--- src/rtl/multiplier_seq_n_bits_pkg.sv ---
// Shared arithmetic definitions for the sequential shift-add multiplier.
package multiplier_seq_n_bits_pkg;

    typedef enum logic {
        StIdle,
        StRun
    } state_e;

    // Width of the iteration counter that runs 0 .. n-1.
    function automatic int unsigned cnt_width(input int unsigned n);
        return (n < 2) ? 1 : $clog2(n);
    endfunction

endpackage

--- src/rtl/register_N_bits_ena_aclr.sv ---
// N-bit register with load enable and asynchronous active-high clear.
module register_N_bits_ena_aclr #(
    parameter int unsigned N = 8
) (
    input  logic         clk_i,
    input  logic         aclr_i,
    input  logic         ena_i,
    input  logic [N-1:0] d_i,
    output logic [N-1:0] q_o
);

    logic [N-1:0] q_q;

    always_ff @(posedge clk_i or posedge aclr_i) begin
        if (aclr_i) begin
            q_q <= '0;
        end else if (ena_i) begin
            q_q <= d_i;
        end
    end

    assign q_o = q_q;

endmodule

--- src/rtl/multiplier_seq_n_bits.sv ---
// Sequential N x N shift-add multiplier, unsigned or two's-complement, one
// iteration per clock with a one-cycle done pulse when the product updates.
module multiplier_seq_n_bits
    import multiplier_seq_n_bits_pkg::*;
#(
    parameter int unsigned N = 8
) (
    input  logic           clk_i,
    input  logic           aclr_i,
    input  logic [N-1:0]   data_i,
    input  logic           ea_i,
    input  logic           eb_i,
    input  logic           start_i,
    input  logic           sgn_i,
    output logic [2*N-1:0] p_o,
    output logic           busy_o,
    output logic           done_o
);

    localparam int unsigned     CntW    = cnt_width(N);
    localparam logic [CntW-1:0] LastCnt = CntW'(N - 1);

    logic [N-1:0]   a_q, b_q;
    state_e         state_q;
    logic [CntW-1:0] cnt_q;
    logic [N-1:0]   a_w_q, b_w_q;
    logic           sgn_w_q;
    logic [2*N-1:0] acc_q, acc_d;
    logic           busy_q, done_q;
    logic [2*N-1:0] a_ext, pp, term;
    logic           last, accept;

    register_N_bits_ena_aclr #(.N(N)) u_reg_a (
        .clk_i  (clk_i),
        .aclr_i (aclr_i),
        .ena_i  (ea_i),
        .d_i    (data_i),
        .q_o    (a_q)
    );

    register_N_bits_ena_aclr #(.N(N)) u_reg_b (
        .clk_i  (clk_i),
        .aclr_i (aclr_i),
        .ena_i  (eb_i),
        .d_i    (data_i),
        .q_o    (b_q)
    );

    register_N_bits_ena_aclr #(.N(2 * N)) u_reg_p (
        .clk_i  (clk_i),
        .aclr_i (aclr_i),
        .ena_i  (last),
        .d_i    (acc_d),
        .q_o    (p_o)
    );

    always_comb begin
        last   = (state_q == StRun) && (cnt_q == LastCnt);
        // The completing edge already leaves RUN, so a new start is taken there.
        accept = start_i && ((state_q == StIdle) || last);
        a_ext  = {{N{a_w_q[N-1] & sgn_w_q}}, a_w_q};
        pp     = a_ext << cnt_q;
        term   = b_w_q[cnt_q] ? pp : '0;
        // In signed mode the B MSB carries negative weight.
        if (sgn_w_q && (cnt_q == LastCnt)) begin
            acc_d = acc_q - term;
        end else begin
            acc_d = acc_q + term;
        end
    end

    always_ff @(posedge clk_i or posedge aclr_i) begin
        if (aclr_i) begin
            state_q <= StIdle;
            cnt_q   <= '0;
            a_w_q   <= '0;
            b_w_q   <= '0;
            sgn_w_q <= 1'b0;
            acc_q   <= '0;
            busy_q  <= 1'b0;
            done_q  <= 1'b0;
        end else begin
            done_q <= last;
            if (accept) begin
                state_q <= StRun;
                cnt_q   <= '0;
                a_w_q   <= a_q;
                b_w_q   <= b_q;
                sgn_w_q <= sgn_i;
                acc_q   <= '0;
                busy_q  <= 1'b1;
            end else if (state_q == StRun) begin
                acc_q <= acc_d;
                if (last) begin
                    state_q <= StIdle;
                    busy_q  <= 1'b0;
                end else begin
                    cnt_q <= cnt_q + 1'b1;
                end
            end
        end
    end

    assign busy_o = busy_q;
    assign done_o = done_q;

endmodule

--- config.mk ---
export PLATFORM = sky130hd
export DESIGN_NAME = multiplier_seq_n_bits
export DESIGN_NICKNAME = d
export VERILOG_FILES = /design/src/rtl/multiplier_seq_n_bits_pkg.sv /design/src/rtl/register_N_bits_ena_aclr.sv /design/src/rtl/multiplier_seq_n_bits.sv
export SDC_FILE = /design/constraint.sdc
export NUM_CORES = 1
export LEC_CHECK = 0
export CAP_MARGIN = 20
export CORE_MARGIN = 8
export CORE_UTILIZATION = 54
export CTS_CLUSTER_SIZE = 20
export DETAILED_ROUTE_END_ITERATION = 10
export PLACE_DENSITY = 0.77
export SLEW_MARGIN = 10
export SYNTH_ARGS = -nofsm -noshare
export SYNTH_HDL_FRONTEND = slang
export SYNTH_SLANG_ARGS = --single-unit
--- constraint.sdc ---
create_clock -name clk_i -period 4.07 [get_ports clk_i]
set_input_delay 0.814 -clock clk_i [delete_from_list [all_inputs] [get_ports clk_i]]
set_output_delay 0.814 -clock clk_i [all_outputs]
set_load 0.05 [all_outputs]
==> impl_metrics.env <==
export IMPL_status="complete, no violations"
export IMPL_ys_warnings_count=0
export IMPL_async_flop_share_pct=100
export IMPL_syn_inst=425
export IMPL_wl_per_cell_um=15.9
export IMPL_start_util_pct=55.0
export IMPL_area_growth_pct=19.2
export IMPL_dieArea_um2=11400
export IMPL_grt_pass1_wl_um=16300
export IMPL_endpoint_kind="register"
export IMPL_worst_r2r_cell_count=14
export IMPL_start_kind="register"
export IMPL_setup_viol=0
export IMPL_clkSinkCount=71
export IMPL_vias_per_cell=5.75
export IMPL_hold_viol=0
export IMPL_drtAntennaViolNets=0
export IMPL_yosysSeqAreaShare_pct=39.9
export IMPL_grt_max_degree=52
export IMPL_firstDrtPassIters=4
export IMPL_place_congestion=0.895
export IMPL_clkLatencyLatePin_ns=0.35
export IMPL_r2r_start="cnt_q[0]"
export IMPL_cp_required_ns=4.30
export IMPL_drt_total_wl_um=9250
export IMPL_dp_cells=558
export IMPL_place_hpwl_um=7020
export IMPL_crit_slowest_cell="mux4_2"
export IMPL_synthesis_area_um2=4450
export IMPL_arrival_ns=4.11
export IMPL_syn_area_per_cell_um2=10.5
export IMPL_whs_ns=0.477
export IMPL_path_max_fanout=21
export IMPL_final_cell_mix="dfrtp_1 (70), mux2_2 (47), nand2_1 (41), clkdlybuf4s50_1 (31)"
export IMPL_layout_drive_gt1_share_pct=23.1
export IMPL_num_vias=3349
export IMPL_endpoint="u_reg_p.q_o[15]"
export IMPL_grt_pass1_vias=3337
export IMPL_hp_class="register to register"
export IMPL_cts_tree="done"
export IMPL_io_buffer_count=31
export IMPL_slew_viol_final=0
export IMPL_worst_slew_pin_slew_ns=0.814
export IMPL_max_freq_mhz=257
export IMPL_r2r_end="u_reg_p.q_o[15]"
export IMPL_post_route_drc_count=0
export IMPL_grt_overflow_total=0
export IMPL_finalSetupTns_ns=0
export IMPL_grt_usage_pct=17.4
export IMPL_die_h_um=107
export IMPL_numCtsBuffers=9
export IMPL_synth_edf_count=0
export IMPL_antenna_found_initial=0
export IMPL_r2r_setup_slack_ns=0.18
export IMPL_fin_nets=505
export IMPL_antenna_cells=0
export IMPL_worst_path_dominant_cell_family="compound AO/OA/AOI/OAI gates"
export IMPL_clockBufferDepth=2
export IMPL_slew_headroom_pct=45.6
export IMPL_path_clk_slew_ns=0.08
export IMPL_layoutNonFillerInstCount=582
export IMPL_place_area_um2=4950
export IMPL_top_level_ports=32
export IMPL_layout_commonest_cell="dfrtp_1"
export IMPL_rows=33
export IMPL_first_iter_violations=111
export IMPL_fin_skew_ns=0.00993
export IMPL_die_x_um=107
export IMPL_crit_type="register to register"
export IMPL_path_cells="buf_12, mux4_2, buf_4, a31oi_4, a41oi_4, a2111oi_4, nor3_1, or3_1, ha_1, or2_2, o22ai_1, nor3_1, mux2i_1, nand3_1"
export IMPL_ys_flop_type="dfrtp_1"
export IMPL_hold_path_startpoint="u_reg_p.q_o[9]"
export IMPL_drv_cap=0
export IMPL_htreeDepth=3
export IMPL_crit_cells=14
export IMPL_core_um2=8090
export IMPL_timing_critical_path_mode_cell="nor3_1"
export IMPL_synth_distinct_cells=62
export IMPL_slowest_delay_ns=0.58
export IMPL_cp_num_buf_inv=2
export IMPL_syn_nets=458
export IMPL_finalCritPeriodShare_pct=95.5
export IMPL_finalCriticalPeriod_ns=3.89
export IMPL_ys_seq_elements=71
export IMPL_cts_root_buf="clkbuf_8"
export IMPL_crit_start="cnt_q[0]"
export IMPL_fin_area_um2=5310
## worst min-delay path: stages, from the launching register on
cell	delay [ns]
dfrtp_1	0.34
nand2_1	0.05
nand2_1	0.06
## state kept, by name, indices dropped and copies added, names as in the netlist
register	count
u_reg_b.q_o	8
u_reg_p.q_o	16
busy_o	1
done_o	1
b_w_q	8
sgn_w_q	1
state_q	1
acc_q	16
cnt_q	3
a_w_q	8
u_reg_a.q_o	8
## worst min-delay path by stage
stage,to,slack (ns),cells after the start
finish,u_reg_p.q_o[9],0.48,2
global route,b_w_q[5],0.53,1
CTS,u_reg_p.q_o[9],0.48,2
detailed placement,u_reg_p.q_o[9],0.46,2
global placement,u_reg_p.q_o[9],0.46,2
floorplan,acc_q[0],0.47,1
## final cells by class
type                            count  area, µm²
Inverter                           16       60.1
Timing Repair Buffer               54        520
Clock buffer                        9        124
Fill cell                         657       2780
Clock inverter                      7        120
Multi-Input combinational cell    320       2580
Sequential cell                    71       1780
Tap cell                          105        131
## kinds of logic after synthesis
kind of cell | count (synthesis) | share of synthesized area [%]
fa+ha+maj | 19 | 5.51
xor+xnor | 23 | 4.52
buf+inv | 34 | 3.12
mux | 63 | 17.2
simple gates | 114 | 12.7
compound gates | 101 | 17.1
flops | 71 | 39.9
## Yosys cell counts, types with 5 or more instances
master    number  area share (%)
a22o_1        13             2.6
xor2_1         7             1.4
o21a_1         6             1.0
dfrtp_1       71              40
clkbuf_1      13             1.1
nor3_1        12             1.3
mux2_2        47              12
o21ai_0       18             2.0
xnor2_1       16             3.1
a21oi_1       22             2.5
nand3_1       11             1.2
o31ai_1        7             1.2
inv_1         15             1.3
mux2i_1       10             2.2
mux4_2         6             3.0
ha_1          18             5.1
nand2b_1       5            0.70
nor2_1        17             1.4
nand2_1       41             3.5
## timing repair
action                                  in CTS  in global routing
buffers inserted                             0                  7
gates resized for setup                      2                  8
cloned                                       0                  0
hold buffers                                 0                  0
endpoints found under the setup margin       2                  8
pin swaps                                    0                  2
## layer usage
metal | global-route usage, % | share of wire, % | vias up
met2 | 28.7 | 47 | 53
met4 | 7.94 | 2.6 | 0
li1 | - | - | 1665
met1 | 21.7 | 46 | 1617
met5 | 0 | 0 | -
met3 | 3.42 | 3.8 | 14
## through the flow
stage	util, %	setup WS, ns
2_1_floorplan	-	0.284
3_3_place_gp	61.2	0.180
3_5_place_dp	61.2	0.00267
4_1_cts	64.3	0.0395
5_1_grt	65.6	-0.00831
6_report	65.6	0.182
Power is not shown: default switching activity piles up to over one toggle a cycle in this logic, so the estimate is an artifact.
==> RTL change 1: new RTL, same settings <==
`N` is set to 8 in 2 places; all go to 7.
--- a/src/rtl/register_N_bits_ena_aclr.sv
+++ b/src/rtl/register_N_bits_ena_aclr.sv
@@ -1,6 +1,6 @@
 // N-bit register with load enable and asynchronous active-high clear.
 module register_N_bits_ena_aclr #(
-    parameter int unsigned N = 8
+    parameter int unsigned N = 7
 ) (
     input  logic         clk_i,
     input  logic         aclr_i,
--- a/src/rtl/multiplier_seq_n_bits.sv
+++ b/src/rtl/multiplier_seq_n_bits.sv
@@ -3,7 +3,7 @@
 module multiplier_seq_n_bits
     import multiplier_seq_n_bits_pkg::*;
 #(
-    parameter int unsigned N = 8
+    parameter int unsigned N = 7
 ) (
     input  logic           clk_i,
     input  logic           aclr_i,
Ports: changed (resized data_i and p_o); port bits go from 32 to 29. The function was not compared with the original's and may differ.
==> RTL change 1 against the original RTL <==
  * Setup slack better by 0.0037 ns
  * Routed wire length decreased by 8.3%
  * Area after synthesis shrank 13%
  * Core utilization fell by 1.0 points
  * Count of clock-buffer cells in the layout increased by 3
  * Critical path depth rose by 2
  * Cell area down 14%
  * Sequential cell count shrank 8
Power is not shown: default switching activity piles up to over one toggle a cycle in this logic, so the estimate is an artifact.
==> RTL change 1: results (changes against the original RTL) <==
Synth Flop Type: dfrtp_1
Final Net Count: 489 (-3.2%)
Worst-Margin Slew: 0.918 ns (+0.104 ns)
Post-DP HPWL: 6600 um (-5.9%)
Vias in the first global route: 3119 (-6.5%)
GRT Total Usage: 17.7% (+0.28 points)
Worst-path fanout max: 11 (-48%)
Antenna violations before repair: 0 (unchanged)
PortBufs: 28 (-9.7%)
Detailed Route WL: 8480 um (-8.3%)
H-tree lvl count: 3 (unchanged)
Placed cell area: 0.00434 mm^2 (-12%)
Placer congestion estimate: 0.955 (+6.7%)
R2R depth: 16 (+2)
Yosys cell types: 66 (+6.5%)
Top cells by count, synth: nand2_1 (93), dfrtp_1 (63), o21ai_0 (28)
Critical path endpoint: acc_q[13]
Synth Net Count: 448 (-2.2%)
Sequential area share after synthesis: 40.8% (+0.96 points)
Skew final: 0.00699 ns (-0.00294 ns)
TritonCTS buffer count: 9 (unchanged)
Setup slack, reg-to-reg: 0.19 ns
Grt ovf: 0 (unchanged)
Global-route wire length before repair: 14200 um (-13%)
Largest net degree at the start of global routing: 46 (-12%)
Hold path startpoint: u_reg_b.q_o[6]
Slowest CP cell: mux4_1
Fill cells: 608 (-7.5%)
Main area contributors after synthesis: dfrtp_1 (41%), nand2_1 (9.0%), mux2_2 (6.4%)
Vias/cell: 5.57 (-3.2%)
Outcome: finished, final reports clean
Critical Path AT: 4.11 ns (about the same)
Layout cells sized above 1: 16.4% (-6.6 points)
First DRT Iteration DRCs: 116 (+4.5%)
## RTL change 1: cell count changes after synthesis, moves of 5 or more
cell     delta
nand2_1    +52
mux2_2     -25
o21ai_0    +10
a21oi_1     -9
a22o_1      -9
dfrtp_1     -8
a31oi_1     +7
xnor2_1     -7
mux4_2      -5
## RTL change 1: worst min-delay path by stage
stage	to	cells after the start
floorplan	a_w_q[0]	2
global placement	a_w_q[2]	2
detailed placement	b_w_q[2]	2
CTS	b_w_q[6]	2
global route	a_w_q[0]	2
finish	b_w_q[6]	2
## RTL change 1: layer usage
layer  GRT usage [%]  share of wire [%]
met5               0                  0
met4            10.2                3.5
met3            3.59                3.4
met2            30.8                 50
met1            19.7                 43
## RTL change 1: logic make-up after synthesis
family	share of synthesized area (%)
AO/OA/AOI/OAI	17.0
buffers and inverters	3.82
multiplexers	10.0
adder cells (fa/ha/maj)	5.70
AND/OR/NAND/NOR	18.8
XOR/XNOR	3.86
flip-flops	40.8
## RTL change 1: timing repair
item / in CTS / in global routing
setup buffers: 0 / 0
setup endpoints to repair: 0 / 6
resized for setup: 0 / 13
hold endpoints to repair: 0 / 0
## RTL change 1: through the flow
stage | utilization, % | hold slack, ns | setup slack, ns | instances
floorplan | - | 0.435 | 0.0119 | 418
global placement | 61.2 | 0.448 | 0.175 | 547
detailed placement | 61.2 | 0.454 | 0.0976 | 547
CTS | 64.0 | 0.475 | 0.0805 | 562
global route | 64.6 | 0.501 | 0.00513 | 562
finish | 64.6 | 0.467 | 0.186 | 562
## RTL change 1: cell type report
class                      count  area share, %
multi-input combinational    320           47.5
sequential                    63           34.4
timing repair buffer          50           9.88
clock buffer                  12           3.38
tap                           99           2.70
inverter                      15           1.23
clock inverter                 3          0.928
